$ cat src/rtl/pipe_stall_ctrl_pkg.sv
// Shared constants for the pipeline stall controller: reset/stop levels,
// the stall bus type, the per-stage stall patterns and the EX timer states.
package pipe_stall_ctrl_pkg;

    localparam logic        RstEnable = 1'b1;
    localparam logic        Stop      = 1'b1;
    localparam logic        NoStop    = 1'b0;
    localparam logic [31:0] ZeroWord  = 32'h0000_0000;

    // Stall bus spans bits 5:0 (pc, IF, ID, EX, MEM, WB)
    localparam int unsigned StallBusMsb = 5;
    typedef logic [StallBusMsb:0] stall_bus_t;

    // Each pattern holds every stage up to the requester and bubbles the next one
    localparam stall_bus_t StallNone = 6'b000000;
    localparam stall_bus_t StallIf   = 6'b000011;
    localparam stall_bus_t StallId   = 6'b000111;
    localparam stall_bus_t StallEx   = 6'b001111;
    localparam stall_bus_t StallMem  = 6'b011111;

    typedef enum logic {
        StIdle = 1'b0,
        StBusy = 1'b1
    } mc_state_e;

endpackage

$ cat src/rtl/pipe_stall_ctrl_mc_timer.sv
// Multi-cycle EX operation timer: IDLE/BUSY FSM with a down-counter and a
// registered done pulse. Produces the EX-level stall contribution.
module pipe_stall_ctrl_mc_timer
    import pipe_stall_ctrl_pkg::*;
#(
    parameter int unsigned LEN_W = 6
) (
    input  logic             clk,
    input  logic             rst,
    input  logic             start,
    input  logic [LEN_W-1:0] len,
    output logic             ex_stall,
    output logic             busy,
    output logic             done
);

    mc_state_e        state_q, state_d;
    logic [LEN_W-1:0] cnt_q, cnt_d;
    logic             done_q, done_d;

    // State register with synchronous reset; reset drops any pending done
    always_ff @(posedge clk) begin
        if (rst == RstEnable) begin
            state_q <= StIdle;
            cnt_q   <= '0;
            done_q  <= 1'b0;
        end else begin
            state_q <= state_d;
            cnt_q   <= cnt_d;
            done_q  <= done_d;
        end
    end

    // Next-state: the start cycle is the first stalled cycle, so BUSY counts len-2 down to 0
    always_comb begin
        state_d = state_q;
        cnt_d   = cnt_q;
        done_d  = 1'b0;
        case (state_q)
            StIdle: begin
                if (start) begin
                    if (len >= LEN_W'(2)) begin
                        state_d = StBusy;
                        cnt_d   = len - LEN_W'(2);
                    end else begin
                        // len 0 or 1 finishes without entering BUSY
                        done_d = 1'b1;
                    end
                end
            end
            StBusy: begin
                if (cnt_q != '0) begin
                    cnt_d = cnt_q - LEN_W'(1);
                end else begin
                    state_d = StIdle;
                    done_d  = 1'b1;
                end
            end
            default: begin
                state_d = StIdle;
            end
        endcase
    end

    // Outputs: stall in the start cycle (nonzero length) and for the whole of BUSY
    always_comb begin
        busy     = (state_q == StBusy);
        ex_stall = busy | ((state_q == StIdle) & start & (len != '0));
        done     = done_q;
    end

endmodule

$ cat src/rtl/pipe_stall_ctrl.sv
// Pipeline stall controller: prioritises stage stall requests into the shared
// stall vector, times multi-cycle EX operations, counts stalled cycles and
// watches for stalls that never release.
module pipe_stall_ctrl
    import pipe_stall_ctrl_pkg::*;
#(
    parameter int unsigned WDOG_LIMIT = 1024,
    parameter int unsigned LEN_W      = 6
) (
    input  logic             clk,
    input  logic             rst,
    input  logic             stallreq_from_if,
    input  logic             stallreq_from_id,
    input  logic             stallreq_from_ex,
    input  logic             stallreq_from_mem,
    input  logic             ex_mc_start,
    input  logic [LEN_W-1:0] ex_mc_len,
    input  logic             perf_clr,
    output stall_bus_t       stall,
    output logic             ex_mc_done,
    output logic             ex_mc_busy,
    output logic [31:0]      stall_cycles,
    output logic             stall_timeout
);

    localparam logic [15:0] WdogLim = 16'(WDOG_LIMIT);

    logic        mc_stall;
    logic        ex_level_req;
    logic [31:0] stall_cycles_q, stall_cycles_d;
    logic [15:0] wdog_q, wdog_d;
    logic        timeout_q, timeout_d;

    pipe_stall_ctrl_mc_timer #(
        .LEN_W (LEN_W)
    ) u_mc_timer (
        .clk      (clk),
        .rst      (rst),
        .start    (ex_mc_start),
        .len      (ex_mc_len),
        .ex_stall (mc_stall),
        .busy     (ex_mc_busy),
        .done     (ex_mc_done)
    );

    // Highest requesting stage wins; reset forces the vector clear
    always_comb begin
        ex_level_req = stallreq_from_ex | mc_stall;
        if (stallreq_from_mem) begin
            stall = StallMem;
        end else if (ex_level_req) begin
            stall = StallEx;
        end else if (stallreq_from_id) begin
            stall = StallId;
        end else if (stallreq_from_if) begin
            stall = StallIf;
        end else begin
            stall = StallNone;
        end
        if (rst == RstEnable) begin
            stall = StallNone;
        end
    end

    // Counter next-state: saturating perf count, watchdog holding at its limit
    always_comb begin
        stall_cycles_d = stall_cycles_q;
        if (perf_clr) begin
            stall_cycles_d = ZeroWord;
        end else if ((stall[0] == Stop) && (stall_cycles_q != '1)) begin
            stall_cycles_d = stall_cycles_q + 32'd1;
        end

        wdog_d = wdog_q;
        if (stall[0] == NoStop) begin
            wdog_d = '0;
        end else if (wdog_q != WdogLim) begin
            wdog_d = wdog_q + 16'd1;
        end

        timeout_d = timeout_q | (wdog_d == WdogLim);
    end

    // Counter registers with synchronous reset
    always_ff @(posedge clk) begin
        if (rst == RstEnable) begin
            stall_cycles_q <= ZeroWord;
            wdog_q         <= '0;
            timeout_q      <= 1'b0;
        end else begin
            stall_cycles_q <= stall_cycles_d;
            wdog_q         <= wdog_d;
            timeout_q      <= timeout_d;
        end
    end

    assign stall_cycles  = stall_cycles_q;
    assign stall_timeout = timeout_q;

endmodule

$ cat config.mk
export PLATFORM = sky130hd
export DESIGN_NAME = pipe_stall_ctrl
export DESIGN_NICKNAME = d
export VERILOG_FILES = /design/src/rtl/pipe_stall_ctrl_pkg.sv /design/src/rtl/pipe_stall_ctrl_mc_timer.sv /design/src/rtl/pipe_stall_ctrl.sv
export SDC_FILE = /design/constraint.sdc
export NUM_CORES = 1
export LEC_CHECK = 0
export CAP_MARGIN = 20
export CORE_ASPECT_RATIO = 2
export CORE_MARGIN = 10
export CORE_UTILIZATION = 53
export DETAILED_ROUTE_END_ITERATION = 6
export HOLD_SLACK_MARGIN = 0.06
export PLACE_DENSITY = 0.81
export RECOVER_POWER = 25
export SLEW_MARGIN = 25
export SYNTH_ARGS = -nofsm -noshare
export SYNTH_HDL_FRONTEND = slang
export SYNTH_SLANG_ARGS = --single-unit
$ cat constraint.sdc
create_clock -name clk -period 2.9 [get_ports clk]
set_clock_uncertainty 0.1 [all_clocks]
set_input_delay 0.58 -clock clk [delete_from_list [all_inputs] [get_ports clk]]
set_output_delay 0.58 -clock clk [all_outputs]
set_load 0.03 [all_outputs]
# After elaboration in Yosys (flattened, before gate mapping)
# Cells that the tools add are included.
# op_classes
n_addsub,4
multipliers,0
div,0
magnitude_cmp,1
n_eq_ne,6
shift,0
mux,19
bitwise,6
reduce_logical,5
# op_table
op,n
two-way mux 6 bit,6
"adder 32 x 1 -> 32 bit, second input constant",1
two-way mux 16 bit,2
"inequality test 32 bit, second input constant",1
"adder 16 x 1 -> 16 bit, second input constant",1
"equality test 16 x 11 -> 1 bit, second input constant",1
"inequality test 16 x 11 -> 1 bit, second input constant",1
one-hot mux 6 bit (2 select lines),1
nonzero test 6 bit,2
">= comparator 6 x 2 -> 1 bit, second input constant",1
two-way mux 1 bit,6
"subtractor 6 x 1 -> 6 bit, second input constant",1
"subtractor 6 x 2 -> 6 bit, second input constant",1
"inequality test 2 bit, second input constant",2
one-hot mux 1 bit (2 select lines),2
two-way mux 3 bit,1
OR 1 bit,3
AND reduction 3 bit,1
AND 1 bit,2
two-way mux 2 bit,1
"inequality test 2 x 1 -> 1 bit, second input constant",1
OR reduction 2 bit,1
logical AND 1 bit,1
NOT 1 bit,1
# totals
reg_bits,57
latch_bits,0
ram_bits,0
rom_bits,0
out_inout_bits,41
memories,0

# Longest topological paths before layout
# logic_depth
word_depth,11
depth_mapped,8
mapped_depth_nobuf,8

# By module
# A second synthesis with hierarchy kept.
# unflattened
cells_unflattened,384
hier_area_um2,3235.6
# modules_own_cells
mod,instances,cells_each,area_each_um2,seq_area_each_um2
pipe_stall_ctrl,1,309,2643.8,980.9
pipe_stall_ctrl_mc_timer,1,75,591.8,160.2

# Worst setup path after synthesis
# No wires, ideal clock.
# synth_path
path_type,input-to-output
start,input port ex_mc_len[2]
end,output port stall[1]
t_arrival_ns,2.049
required_ns,2.220
path_slack_ns,0.171
path_stages,6
path_buffers,2
path_cell_list,or4_4 o31ai_4 a21o_1 buf_4 inv_1 buf_4
# synth_via
elab_chain_len,7
# synth_rtl
element,line_no,text
from (decl),pipe_stall_ctrl.sv:17,"input logic [LEN_W-1:0] ex_mc_len,"
nonzero test 6 bit,pipe_stall_ctrl_mc_timer.sv:68,ex_stall = busy | ((state_q == StIdle) & start & (len != '0));
AND 1 bit,pipe_stall_ctrl_mc_timer.sv:68,
OR 1 bit,pipe_stall_ctrl_mc_timer.sv:68,
OR 1 bit,pipe_stall_ctrl.sv:48,ex_level_req = stallreq_from_ex | mc_stall;
two-way mux 6 bit,pipe_stall_ctrl.sv:51,end else if (ex_level_req) begin
two-way mux 6 bit,pipe_stall_ctrl.sv:49,if (stallreq_from_mem) begin
two-way mux 6 bit,pipe_stall_ctrl.sv:60,if (rst == RstEnable) begin
to (decl),pipe_stall_ctrl.sv:19,"output stall_bus_t stall,"
# No other way between the ends.

# Worst setup path in the final report
# layout_path
start,input port ex_mc_len[2]
end,output port stall[0]
# Same word-level chain as after synthesis.

==> run metrics <==
H-tree depth 3; DRC 0; Max Transition Viols Final 0; Die ar. 9640 um^2; First-pass DRT Iterations 4; clk buf depth 2; WL final 8983 um; largest net degree at the start of global routing 35; RD Place Congestion 0.9181; status finished, final reports clean; row cnt 39; f_max 350.0 MHz; vias in the first global route 3155; worst-path cell chain clkdlybuf4s50_1 -> or4_4 -> o31ai_4 -> a21o_1 -> inv_2 -> buf_6; Most used DFF post-synth dfxtp_1; Cell Int Power 1.768 mW; initial antenna violation count 0; Port Buffers 53; CORE AREA 5758 um^2; Unique masters post-synth 54; Root Buffer clkbuf_16; clock buffer count from CTS 9; sw frac 0.2261; CTS tree built; Hold Buf Count CTS 0; crit-path max FO 4; Synth warnings 0; Initial Utilization 0.5489; io pins 55; area grow syn2layout 32.34%; Worst setup SP type primary input; Leak 1.547 nW; Slew HR 0.4564; vias per inst 5.960; Top delay family on crit path buffers and inverters; cells after synthesis 390; pwr/cell area 546.1 nW/um^2; Crit-path slowest cell or4_4; Switch Pwr 0.5165 mW; Clock transition at path regs 50 ps; Antenna Cells 0; remaining antenna violation count 0; max-cap violation count 0; critical path type primary input to output port; hold path startpoint stall_timeout; Post-Syn Nets 410; CP endpoint kind output port; Setup TNS 0 ps; Comb power frac 0.102; CP peak stage delay 510 ps; WP buf/inv 3; clock latency at the later pin of the worst-skew pair 330 ps; GR Util All Layers 0.1908; Tmin final 2857 ps; Clk pwr share 0.536; Hold Vio Cnt, Final 0; actual slew at the worst max-slew pin 813.8 ps; Critical Path Start ex_mc_len[2]; Worst EP arrival 2180 ps; Syn Area/Cell 8.104 um^2; EDFF count, synth 0; first-pass GRT wire length 14510 um; Nets 478; total gr overflow 0; die width 74.61 um; Yosys reg bits 57; mapped cell area 3161 um^2; share of layout cells above drive strength 1 0.1231; Design Power 2.284 mW; fin crit share 0.9853; Sink Count 57; Post-synth ARST share 0; worst hold path class flip-flop to flip-flop; setup violators final 0; Worst VDD drop 0.4192 mV; drt wl/cell 17.14 um; Worst Path Required 2220 ps; DPL Wire Length 6408 um; post-synthesis sequential area ratio 0.3610; Vias 3123; sequential power share 0.361; die height 129.2 um; FF-to-FF Start wdog_q[0]; DR iter-0 viols 232
synthesized netlist by cell type, types with 2 or more instances:
library cell / count / area share
a211oi_1: 5 / 0.012
buf_4: 4 / 0.0095
o31ai_1: 2 / 0.0047
dfxtp_1: 57 / 0.36
xor2_1: 18 / 0.050
a31oi_1: 2 / 0.0040
buf_2: 5 / 0.0079
nor3_1: 15 / 0.024
o21ai_0: 11 / 0.017
a21o_1: 2 / 0.0047
nor3b_1: 3 / 0.0071
and4_1: 2 / 0.0055
ha_1: 6 / 0.024
nor4b_1: 3 / 0.0083
o21bai_1: 2 / 0.0047
inv_1: 13 / 0.015
nor2b_1: 2 / 0.0040
nor4_1: 13 / 0.026
nor2_1: 64 / 0.076
a21oi_1: 17 / 0.027
and2_1: 3 / 0.0059
nand2b_1: 3 / 0.0059
nand4_1: 11 / 0.022
mux2i_1: 2 / 0.0063
xnor2_1: 31 / 0.086
or3_1: 2 / 0.0040
clkbuf_1: 9 / 0.011
nand3_1: 25 / 0.040
nand2_1: 25 / 0.030
and3_1: 8 / 0.016
buf_6: 2 / 0.0071
through the flow:
| stage | worst slack [ps] | cell area (um^2) | util | hold WS (ps) | std cells |
|---|---|---|---|---|---|
| floorplan | 171.3 | 3161 | - | 344.7 | 390 |
| global placement | -410.5 | 3811 | 0.6619 | 357.5 | 505 |
| detailed placement | -420.7 | 3811 | 0.6619 | 362.4 | 505 |
| CTS | 30.96 | 4141 | 0.7193 | 374.8 | 521 |
| global route | -3.016 | 4183 | 0.7264 | 377.7 | 524 |
| finish | 42.68 | 4183 | 0.7264 | 362.8 | 524 |
cell families after synthesis:
group	count (synthesis)	share of synthesized area
XOR/XNOR	49	0.1358
multiplexers	2	0.006334
buffers and inverters	33	0.05067
AO/OA/AOI/OAI	51	0.1089
adder cells (fa/ha/maj)	6	0.02375
AND/OR/NAND/NOR	191	0.3124
other	1	0.001187
flip-flops	57	0.3610
final cells by class:
class                      count  area [um^2]
clock buffer                  11        242.7
clock inverter                 5        102.6
fill                         406         1575
inverter                      13        48.80
multi-input combinational    300         1859
sequential                    57         1141
tap                           61        76.32
timing repair buffer          77        711.9
worst register-to-register path: cells and delay by family, from the launching register on:
family,cells,cell delay [ps]
multiplexers,1,170
flip-flops,1,350
adder cells (fa/ha/maj),1,140
buffers and inverters,1,100
AND/OR/NAND/NOR,4,1330
AO/OA/AOI/OAI,1,190
layout by cell type (no fill, tap or decap), types with 5 or more instances in the layout:
cell and instances:
o21ai_0 11, dlygate4sd3_1 23, nand2_1 25, clkdlybuf4s50_1 23
clkbuf_16 9, nand4_1 11, a211oi_1 5, nor2_1 64
buf_4 25, dfxtp_1 57, xor2_1 18, nor4_1 13
nand3_1 25, a21oi_1 17, xnor2_1 31, inv_1 12
and3_1 8, nor3_1 15, ha_1 6
state kept, by name, summed over array words and instances, names as in the netlist:
name / flops
stall_cycles: 32
wdog_q: 16
u_mc_timer.cnt_q: 6
stall_timeout: 1
u_mc_timer.busy: 1
u_mc_timer.done: 1
power by group through the flow:
stage / clock (mW) / sequential [mW] / combinational, mW
floorplan: 0 / 0.844 / 0.142
global placement: 0 / 0.840 / 0.224
detailed placement: 0 / 0.840 / 0.229
CTS: 1.23 / 0.825 / 0.230
global route: 1.28 / 0.827 / 0.259
finish: 1.22 / 0.826 / 0.234
worst paths after layout:
kind,to,slack [ps],cells past startpoint
max,stall[0],40,6
min,stall_timeout,360,2
max reg2reg,stall_timeout,410,8
min reg2reg,stall_timeout,360,2
per-layer routing:
layer,wire length [um],GRT usage
met1,3191,0.1857
met2,4985,0.3405
met3,471,0.05810
met4,335,0.1087
met5,0,0
what timing repair did:
item / in CTS / in global routing
setup buffers: 0 / 3
gates resized for setup: 24 / 7
setup endpoints to repair: 4 / 4
gates cloned: 0 / 0
pin swaps: 0 / 2
No activity file was read; power rests on OpenSTA's default activity.
